===== src/rtl/operand_register.sv =====
// operand_register: word-addressable operand store of MATRIX_SIZE elements,
// each DATA_WIDTH bits wide. Read and write share one address. Every entry is
// cleared by an asynchronous active-low reset.
//
// Build option: define OPERAND_REG_RDREG_EN to register read_data_Mat_o.
// With the option, the output is registered, write-first and has 1 cycle of
// latency. Without it, the read is combinational. Storage behaves the same in
// both builds.
//
// Interface protocol: there is no handshake. write_en_Mat_i qualifies the
// write for the cycle in which it is high. Any address at or above
// MATRIX_SIZE is dropped on write and reads as 0, with no wrap-around.
module operand_register #(
  parameter int DATA_WIDTH  = 32,
  parameter int ADDR_WIDTH  = 4,
  parameter int MATRIX_SIZE = 16
) (
  input  logic                  clk_i,
  input  logic                  rst_ni,
  input  logic [DATA_WIDTH-1:0] write_data_Mat_i,
  input  logic [ADDR_WIDTH-1:0] addr_Mat_i,
  input  logic                  write_en_Mat_i,
  output logic [DATA_WIDTH-1:0] read_data_Mat_o
);

  // One extra bit so that MATRIX_SIZE == 2**ADDR_WIDTH is still representable.
  localparam logic [ADDR_WIDTH:0] SizeExt = (ADDR_WIDTH + 1)'(MATRIX_SIZE);

  logic [DATA_WIDTH-1:0] mem_q [MATRIX_SIZE];
  logic [DATA_WIDTH-1:0] mem_d [MATRIX_SIZE];
  logic                  addr_in_range;
  logic                  write_hit;
  logic [DATA_WIDTH-1:0] mem_rd_data;

  // Decode the address range and qualify the write strobe.
  always_comb begin
    addr_in_range = ({1'b0, addr_Mat_i} < SizeExt);
    write_hit     = write_en_Mat_i && addr_in_range;
  end

  // Storage next state: only the addressed, in-range entry changes.
  always_comb begin
    mem_d = mem_q;
    if (write_hit) begin
      mem_d[addr_Mat_i] = write_data_Mat_i;
    end
  end

  // Storage register, cleared asynchronously.
  always_ff @(posedge clk_i or negedge rst_ni) begin
    if (!rst_ni) begin
      for (int i = 0; i < MATRIX_SIZE; i++) begin
        mem_q[i] <= '0;
      end
    end else begin
      mem_q <= mem_d;
    end
  end

  // Stored element at the current address, or 0 when the address is out of range.
  always_comb begin
    mem_rd_data = '0;
    if (addr_in_range) begin
      mem_rd_data = mem_q[addr_Mat_i];
    end
  end

`ifdef OPERAND_REG_RDREG_EN
  logic [DATA_WIDTH-1:0] rd_data_q;
  logic [DATA_WIDTH-1:0] rd_data_d;

  // Read register next state. A same-edge write to the addressed entry is
  // forwarded so that the register shows the new value (write-first).
  always_comb begin
    rd_data_d = mem_rd_data;
    if (write_hit) begin
      rd_data_d = write_data_Mat_i;
    end
  end

  // Read output register, cleared asynchronously with the storage.
  always_ff @(posedge clk_i or negedge rst_ni) begin
    if (!rst_ni) begin
      rd_data_q <= '0;
    end else begin
      rd_data_q <= rd_data_d;
    end
  end

  assign read_data_Mat_o = rd_data_q;
`else
  // Combinational read. Storage is already 0 during reset, so the output is too.
  assign read_data_Mat_o = mem_rd_data;
`endif

endmodule


===== config.mk =====
export PLATFORM = sky130hd
export DESIGN_NAME = operand_register
export DESIGN_NICKNAME = d
export VERILOG_FILES = /design/src/rtl/operand_register.sv
export SDC_FILE = /design/constraint.sdc
export NUM_CORES = 1
export LEC_CHECK = 0
export ABC_CLOCK_PERIOD_IN_PS = 2540
export CAP_MARGIN = 40
export CORE_UTILIZATION = 57
export CTS_CLUSTER_SIZE = 25
export DETAILED_ROUTE_END_ITERATION = 10
export PLACE_DENSITY = 0.73
export REMOVE_ABC_BUFFERS = 1
export SYNTH_ARGS = -nofsm -noshare
export SYNTH_HDL_FRONTEND = slang
export SYNTH_SLANG_ARGS = --single-unit

===== constraint.sdc =====
create_clock -name clk_i -period 2.54 [get_ports clk_i]
set_input_delay 0.508 -clock clk_i [delete_from_list [all_inputs] [get_ports clk_i]]
set_output_delay 0.508 -clock clk_i [all_outputs]
set_load 0.01 [all_outputs]

==> impl_metrics.csv, run 1 <==
group,metric,value,unit
route,dr.pass1.iters,5,
logic_synthesis,async_flop_share,100,%
logic_synthesis,synthTopCellsByArea,"dfrtp_1 56%, mux2_2 24%, mux4_2 13%",
global_routing,grt_max_degree,73,
layout,largest_register,"mem_q",
timing,fin_skew,0,ps
timing,fmax,401,MHz
layout,utilization,69.4,%
logic_synthesis,yosysMostFrequentCell,"dfrtp_1",
status,status,"finished, final reports clean",
power,pwr-share-seq,46.9,%
layout,largestRegisters,"mem_q (512)",
route,wire_per_inst,25.6,microns
clock_network,clock_sinks,512,
power,p_int,17600,uW
power,p_sw,5740,uW
power,clkPwrFrac,34.5,%
critical_path,critPathRequiredTime,2030,ps
clock_network,cts_tree,"yes",
layout,multi_input_area,9810,sq um
clock_network,clk_pin_slew,60,ps
power,p_per_area,850,nW/um^2
layout,area_growth_syn_to_layout,20.2,%
placed_design,post-place-ws,-397,ps
timing,setup-violations-final,0,
clock_network,clockBufferDepth,3,
die,die_area,40900,sq um
placed_design,dp_hpwl,32.7,mm
logic_synthesis,synth_top_cell_area_share,56.0,%
global_routing,grt_pass1_wl,85.1,mm
global_routing,grt_pass1_vias,14000,
layout,fillCellCount,2663,
logic_synthesis,ys_seq_area_share,56.0,%
placed_design,gp_congestion,0.803,
die,ioPinCount,71,
critical_path,crit_type,"reg -> out",
critical_path,crit_arrival,1990,ps
layout,stdcell_count,2102,
logic_synthesis,synth_cell_types,22,
power,ir_drop,0.000593,V
critical_path,slowest_stage,"mux4_2",
placed_design,dp_cells,1985,
die,placeableCoreArea,39600,sq um
timing,fin_crit,2490,ps
timing,relSlewSlack,56.2,%
timing,hold_viol,0,
die,rows,73,
route,drc,0,
logic_synthesis,syn-cell-area,22900,sq um
route,dr_total_vias,12900,
run,cap_violations,0,
power,switching_share,24.6,%
timing,fin_hold_ws,482,ps
clock_network,clk-insertion-delay-late,590,ps
timing,slew_violations,0,
layout,layout-drive-gt1-share,58.9,%
critical_path,worstPathCellList,"mux4_2 -> a22oi_2 -> nand2_1 -> dlygate4sd2_1",
route,drt_wl_total,53.8,mm
logic_synthesis,synth_edf_count,0,
logic_synthesis,synth_ff_type,"dfrtp_1",
global_routing,grt_antenna_before_repair,3,
layout,ff_latch_area,12800,sq um
critical_path,crit_buf_inv,1,
logic_synthesis,yosys.area.top_type,"dfrtp_1",
worst_hold_path,worstHoldPathType,"reg -> reg",
logic_synthesis,syn_inst,1407,
die,die_h,202,microns
global_routing,grt_overflow,0,
logic_synthesis,ys_seq_elements,512,
route,postRouteAntennaNets,0,
logic_synthesis,syn_avg_cell_area,16.3,sq um
die,dieWidth,202,microns
global_routing,grt_use_total,27.6,%
clock_network,clock-root-buffer,"clkbuf_16",
die,start_util,57.7,%
timing,rsz0062_at_grt,"false",
power,p_leak,0.0117,uW
logic_synthesis,yosysWarnings,0,
placed_design,portBuffers,70,
route,routed_via_density,6.16,
clock_network,htreeDepth,2,
timing,worst_slack,46.5,ps
timing,tightest_slew,657,ps
critical_path,crit_family,"multiplexers",
route,drtIter0Drc,659,
critical_path,cp-start-kind,"flip-flop",
timing,setup_tns,0,ps
power,pwr-share-comb,18.6,%
critical_path,critPathMaxFanout,2,
layout,largest_reg_flops,512,
critical_path,end_kind,"output pin",
timing,fin_crit_sh,98.2,%
logic_synthesis,synth_common_cells,"512 x dfrtp_1, 486 x mux2_2, 128 x mux4_2",
clock_network,cts_buffers,54,
layout,fin_nets,1570,
critical_path,crit_path_max_incr_delay,470,ps
-- cell families (layout without fill, tap and decap cells) --
group	count (synthesis)	in the layout	synth area share [%]
mux	640	640	37.8
flops	512	512	56.0
simple gates	61	61	1.38
compound gates	64	64	2.10
other cells	0	1	0
buf+inv	130	299	2.69
-- placed cells by master, fill, tap and decap left out, drive strengths merged, types with 7 or more instances in the layout --
| cell | n |
|---|---|
| dfrtp | 512 |
| mux2 | 512 |
| buf | 141 |
| mux4 | 128 |
| clkbuf | 91 |
| a22oi | 64 |
| nand2 | 34 |
| clkdlybuf4s50 | 33 |
| clkinv | 12 |
| nor2 | 7 |
| dlygate4sd2 | 7 |
-- layout make-up --
cell class / count / share of cell area [%]
clock buffers: 81 / 5.94
well taps: 525 / 2.39
repair buffers: 198 / 8.59
multi-input cells: 765 / 35.7
clock inverters: 20 / 0.783
flip-flops and latches: 512 / 46.6
diodes: 1 / 0.00910
-- worst register-to-register path, cell delays in order (launching register included) --
cell     delay (ps)
dfrtp_1         380
buf_4           140
mux2_2          260
-- per-stage QoR --
| stage | total power, uW | instance area [sq um] |
|---|---|---|
| 2_1_floorplan | 13700 | 22300 |
| 3_3_place_gp | 15100 | 25200 |
| 3_5_place_dp | 15400 | 25200 |
| 4_1_cts | 23500 | 27500 |
| 5_1_grt | 24400 | 27500 |
| 6_report | 23400 | 27500 |
-- repair_timing --
action,CTS,global route
setup endpoints to repair,32,25
pin swaps,28,21
endpoints found under the hold margin,52,0
buffers inserted,6,3
resized for setup,126,35
gates cloned,5,0
hold buffers,1,0
-- final timing paths --
path	slack (ps)	cells after the start	from	to
max in group asynchronous	1260	3	rst_ni	mem_q[361]$_DFFE_PN0P_
min in group asynchronous	500	2	rst_ni	mem_q[468]$_DFFE_PN0P_
hold / removal	480	1	mem_q[403]$_DFFE_PN0P_	mem_q[403]$_DFFE_PN0P_
setup reg to reg	1650	2	mem_q[307]$_DFFE_PN0P_	mem_q[307]$_DFFE_PN0P_
hold reg to reg	480	1	mem_q[403]$_DFFE_PN0P_	mem_q[403]$_DFFE_PN0P_
setup / recovery	50	4	mem_q[307]$_DFFE_PN0P_	read_data_Mat_o[19]
-- power by group through the flow --
stage | registers, uW | logic (uW) | clock network [uW]
after global placement | 11000 | 4140 | 0
after floorplan | 10800 | 2910 | 0
after CTS | 11000 | 4370 | 8200
after detailed placement | 11100 | 4250 | 0
after global routing | 11200 | 4660 | 8520
final | 11000 | 4340 | 8070
-- layer usage --
metal	GRT usage [%]	part of all wire [%]	vias up
met1	39.2	44	7046
met2	44.8	49	280
met4	6.82	1.8	4
met3	4.47	4.9	76
met5	0	0.041	-
li1	-	-	5534
Power figures use the tool's default switching activity.
==> run 2: changes to the inputs <==
- CAP_MARGIN: 40 -> 10
- PLACE_DENSITY: 0.73 -> 0.78
==> impl_metrics.csv, run 2 (synthesis gave the netlist of run 1 again) <==
group,metric,value,unit
timing,hold_viol,0,
placed_design,dp_hpwl,33.2,mm
global_routing,grt_pass1_wl,90.2,mm
route,drtIter0Drc,880,
layout,antenna-diode-count,0,
layout,layout-drive-gt1-share,58.7,%
global_routing,grt_use_total,29.6,%
route,postRouteAntennaNets,0,
die,dieWidth,202,microns
status,status,"finished, final reports clean",
die,die_area,40900,sq um
timing,fin_skew,0,ps
timing,slew_violations,0,
timing,tightest_slew,611,ps
timing,fin_crit_sh,98.3,%
timing,relSlewSlack,59.2,%
die,placeableCoreArea,39600,sq um
timing,rsz0062_at_grt,"true",
route,drt_wl_total,57.3,mm
global_routing,grt_pass1_vias,14700,
critical_path,r2r_setup_slack,1710,ps
die,start_util,57.7,%
critical_path,critPathRequiredTime,2030,ps
layout,utilization,69.7,%
power,total_power,23200,uW
die,die_h,202,microns
layout,fillCellCount,2568,
critical_path,cp-start-kind,"input pin",
layout,multi_input_area,9780,sq um
clock_network,clockBufferDepth,3,
power,p_per_area,839,nW/um^2
layout,stdcell_count,2109,
critical_path,crit_type,"in -> out",
layout,ff_latch_area,12800,sq um
layout,fin_nets,1580,
timing,fin_crit,2500,ps
global_routing,grt_overflow,0,
clock_network,clk-insertion-delay-late,590,ps
worst_hold_path,worstHoldPathType,"in -> async",
die,ioPinCount,71,
timing,setup_tns,0,ps
critical_path,crit_arrival,1990,ps
timing,setup-violations-final,0,
layout,largestRegisters,"mem_q (512)",
timing,fmax,401,MHz
layout,mostFrequentLayoutCells,"512 x dfrtp_1, 486 x mux2_2, 128 x mux4_2, 65 x buf_4, 54 x clkbuf_16",
layout,final_area,27600,sq um
critical_path,slowest_stage,"mux4_2",
placed_design,gp_congestion,0.813,
clock_network,clock-root-buffer,"clkbuf_16",
clock_network,clock_sinks,512,
route,wire_per_inst,27.2,microns
critical_path,crit_path_max_incr_delay,480,ps
placed_design,place_area,25100,sq um
placed_design,portBuffers,70,
critical_path,end_kind,"output pin",
layout,layout_commonest_cell,"dfrtp_1",
route,routed_via_density,6.30,
route,dr.pass1.iters,5,
route,dr_total_vias,13300,
clock_network,htreeDepth,2,
clock_network,clk_pin_slew,60,ps
critical_path,r2r-end,"mem_q[231]$_DFFE_PN0P_",
layout,largest_reg_flops,512,
run,cap_violations,0,
layout,area_growth_syn_to_layout,20.8,%
power,p_leak,0.0118,uW
clock_network,cts_buffers,52,
placed_design,dp_cells,1980,
global_routing,grt_max_degree,98,
critical_path,critPathMaxFanout,6,
clock_network,cts_tree,"yes",
power,ir_drop,0.000626,V
critical_path,worstPathCellList,"buf_16 -> bufbuf_16 -> buf_4 -> mux4_2 -> a22oi_1 -> nand2_1 -> clkdlybuf4s15_1",
route,drc,0,
global_routing,grt_antenna_before_repair,1,
critical_path,r2r_start,"mem_q[231]$_DFFE_PN0P_",
critical_path,worst-r2r-cell-count,1,
die,rows,73,
layout,largest_register,"mem_q",
[run 2: metal layers]
layer | share of wire (%) | track usage [%] | vias up
met5 | 0.019 | 0 | -
met4 | 2.4 | 10.3 | 2
met3 | 6.0 | 6.16 | 94
met2 | 51 | 48.6 | 402
met1 | 41 | 39.5 | 7250
li1 | - | - | 5536
[run 2: metrics by stage]
step / hold WS [ps] / setup WS (ps)
5_1_grt: 460 / -30.6
3_3_place_gp: 453 / -447
4_1_cts: 424 / -22.2
2_1_floorplan: 212 / -428
3_5_place_dp: 455 / -471
6_report: 431 / 44.1
[run 2: power breakdown]
group / leakage [uW] / switching, uW / internal, uW
clock: 0.000850 / 3190 / 4500
combinational: 0.00468 / 1680 / 2770
sequential: 0.00628 / 977 / 10100
total: 0.0118 / 5840 / 17300
[run 2: how the worst max path moves through the flow]
| stage | startpoint | endpoint | slack [ps] | depth (start not counted) |
|---|---|---|---|---|
| after floorplan | addr_Mat_i[0] | mem_q[448]$_DFFE_PN0P_ | -430 | 3 |
| after global placement | addr_Mat_i[3] | read_data_Mat_o[7] | -450 | 7 |
| after detailed placement | addr_Mat_i[3] | read_data_Mat_o[7] | -470 | 7 |
| after CTS | addr_Mat_i[0] | read_data_Mat_o[2] | -20 | 7 |
| after global routing | mem_q[287]$_DFFE_PN0P_ | read_data_Mat_o[31] | -30 | 4 |
| final | addr_Mat_i[0] | read_data_Mat_o[18] | 40 | 7 |
[run 2: critical path: cells and delay by family]
family / cells / cell delay, ps
multiplexers: 1 / 480
AO/OA/AOI/OAI: 1 / 150
AND/OR/NAND/NOR: 1 / 90
buffers and inverters: 4 / 740
[run 2: repair_timing]
item | CTS | global route
pin swaps | 24 | 16
buffers inserted | 21 | 1
endpoints found under the hold margin | 35 | 0
hold buffers | 1 | 0
setup endpoints to repair | 32 | 23
gates cloned | 13 | 0
resized for setup | 158 | 29
[run 2: final cells by class]
type	count	share of cell area, %
flip-flops and latches	512	46.4
multi-input cells	765	35.4
repair buffers	210	9.58
clock buffers	81	5.62
well taps	525	2.38
clock inverters	16	0.612
==> run 3: changes to the inputs <==
- GPL_ROUTABILITY_DRIVEN: default -> 0
- SETUP_SLACK_MARGIN: default -> 0.05
==> impl_metrics.csv, run 3 (synthesis gave the netlist of run 1 again) <==
group,metric,value,unit
critical_path,end_kind,"output pin",
placed_design,dp_cells,1980,
route,postRouteAntennaNets,0,
power,pwr-share-comb,19.3,%
timing,fin_crit,2480,ps
die,die_h,202,microns
status,status,"finished, final reports clean",
global_routing,grt_pass1_wl,90.2,mm
route,drtIter0Drc,842,
global_routing,grt_use_total,29.6,%
clock_network,cts_tree,"yes",
worst_hold_path,worstHoldPathType,"in -> async",
global_routing,grt_overflow,0,
clock_network,clk-insertion-delay-late,590,ps
timing,relSlewSlack,60.8,%
layout,largest_register,"mem_q",
layout,antenna-diode-count,0,
clock_network,clock-root-buffer,"clkbuf_16",
timing,fmax,403,MHz
layout,largestRegisters,"mem_q (512)",
route,dr_total_vias,13300,
route,drc,0,
critical_path,cp-start-kind,"flip-flop",
timing,setup-violations-final,0,
die,dieWidth,202,microns
layout,stdcell_count,2114,
global_routing,grt_antenna_before_repair,1,
global_routing,grt_max_degree,98,
power,pwr-share-seq,47.6,%
timing,slew_violations,0,
timing,fin_crit_sh,97.8,%
placed_design,portBuffers,70,
power,clkPwrFrac,33.1,%
power,switching_share,25.2,%
clock_network,htreeDepth,2,
power,p_leak,0.0118,uW
layout,area_growth_syn_to_layout,20.8,%
clock_network,clk_pin_slew,60,ps
layout,fin_nets,1585,
placed_design,dp_hpwl,33.2,mm
timing,hold_viol,0,
critical_path,crit_arrival,1980,ps
clock_network,clock_sinks,512,
route,routed_via_density,6.30,
route,dr.pass1.iters,5,
clock_network,cts_buffers,52,
timing,tightest_slew,586,ps
global_routing,met1_usage,39.5,%
global_routing,busiest_layer,"met2",
layout,largest_reg_flops,512,
global_routing,grt_pass1_vias,14700,
die,start_util,57.7,%
route,drt_wl_total,57.4,mm
global_routing,grt_util_met2,48.6,%
timing,fin_hold_ws,440,ps
timing,rsz0062_at_grt,"true",
layout,layout-drive-gt1-share,59.2,%
power,p_sw,5850,uW
critical_path,startpoint,"mem_q[281]$_DFFE_PN0P_",
power,ir_drop,0.000623,V
run,cap_violations,0,
critical_path,r2r_start,"mem_q[274]$_DFFE_PN0P_",
critical_path,crit_type,"reg -> out",
critical_path,critPathRequiredTime,2030,ps
global_routing,gr-usage-met3,6.13,%
layout,mostFrequentLayoutCells,"512 x dfrtp_1, 486 x mux2_2, 128 x mux4_2, 69 x buf_4, 54 x clkbuf_16",
critical_path,critPathMaxFanout,2,
die,placeableCoreArea,39600,sq um
route,wire_per_inst,27.1,microns
die,rows,73,
clock_network,clockBufferDepth,3,
die,die_area,40900,sq um
power,p_per_area,840,nW/um^2
die,ioPinCount,71,
power,p_int,17300,uW
layout,layout_commonest_cell,"dfrtp_1",
timing,fin_skew,0,ps
-- run 3: cell types whose count changed in the layout (fill, tap and decap cells not counted), sizes merged --
cell	previous run	this run
clkbuf	91	82
bufbuf	3	2
clkdlybuf4s15	4	1
buf	157	175
-- run 3: worst max-delay path, cell delays in order (launching register included) --
cell,delay [ps]
dfrtp_1,410
mux4_2,530
a22oi_2,190
nand2_1,100
buf_2,150
-- run 3: power by group through the flow --
stage	clock network, uW	registers (uW)	logic [uW]
after global routing	8100	11300	4800
after floorplan	0	10800	2910
final	7690	11000	4480
after detailed placement	0	11100	4270
after CTS	7800	11000	4450
after global placement	0	11000	4120
-- run 3: final cells by class --
cell class / instances / area, sq um
tap: 525 / 657
clock inverter: 16 / 169
multi-input combinational: 765 / 9790
clock buffer: 81 / 1550
timing repair buffer: 215 / 2660
sequential: 512 / 12800
fill: 2574 / 12000
-- run 3: metrics by stage --
stage	setup TNS [ps]	total power, uW	cell area (sq um)	util, %	setup WS [ps]
after floorplan	-22870	13700	22300	-	-428
after global placement	-55770	15100	25100	63.4	-447
after detailed placement	-67360	15400	25100	63.4	-471
after CTS	0	23200	27600	69.7	14.5
after global routing	-2.40	24200	27600	69.7	-2.19
final	0	23200	27600	69.7	55.6
-- run 3: what timing repair did --
item                       CTS  global route
hold buffers                 1             0
setup endpoints to repair   32            23
pin swaps                   28            17
setup buffers               21             7
hold endpoints to repair    35             0
cloned                      13             0
resized for setup          193            15
-- run 3: path summary, 6_finish.rpt --
| kind | depth (start not counted) | slack, ps | end |
|---|---|---|---|
| worst min register to register | 1 | 480 | mem_q[199]$_DFFE_PN0P_ |
| worst max register to register | 2 | 1630 | mem_q[274]$_DFFE_PN0P_ |
| max in group asynchronous | 3 | 1230 | mem_q[175]$_DFFE_PN0P_ |
| worst min-delay path | 2 | 440 | mem_q[398]$_DFFE_PN0P_ |
| min in group clk_i | 1 | 480 | mem_q[199]$_DFFE_PN0P_ |
| worst max-delay path | 4 | 60 | read_data_Mat_o[25] |
-- run 3: routing by layer --
metal | wire (microns) | share of wire, % | vias to the layer above
met1 | 23800 | 41 | 7276
met3 | 3210 | 5.6 | 98
li1 | - | - | 5546
met4 | 1400 | 2.4 | 2
met5 | 11 | 0.019 | -
met2 | 29000 | 51 | 393
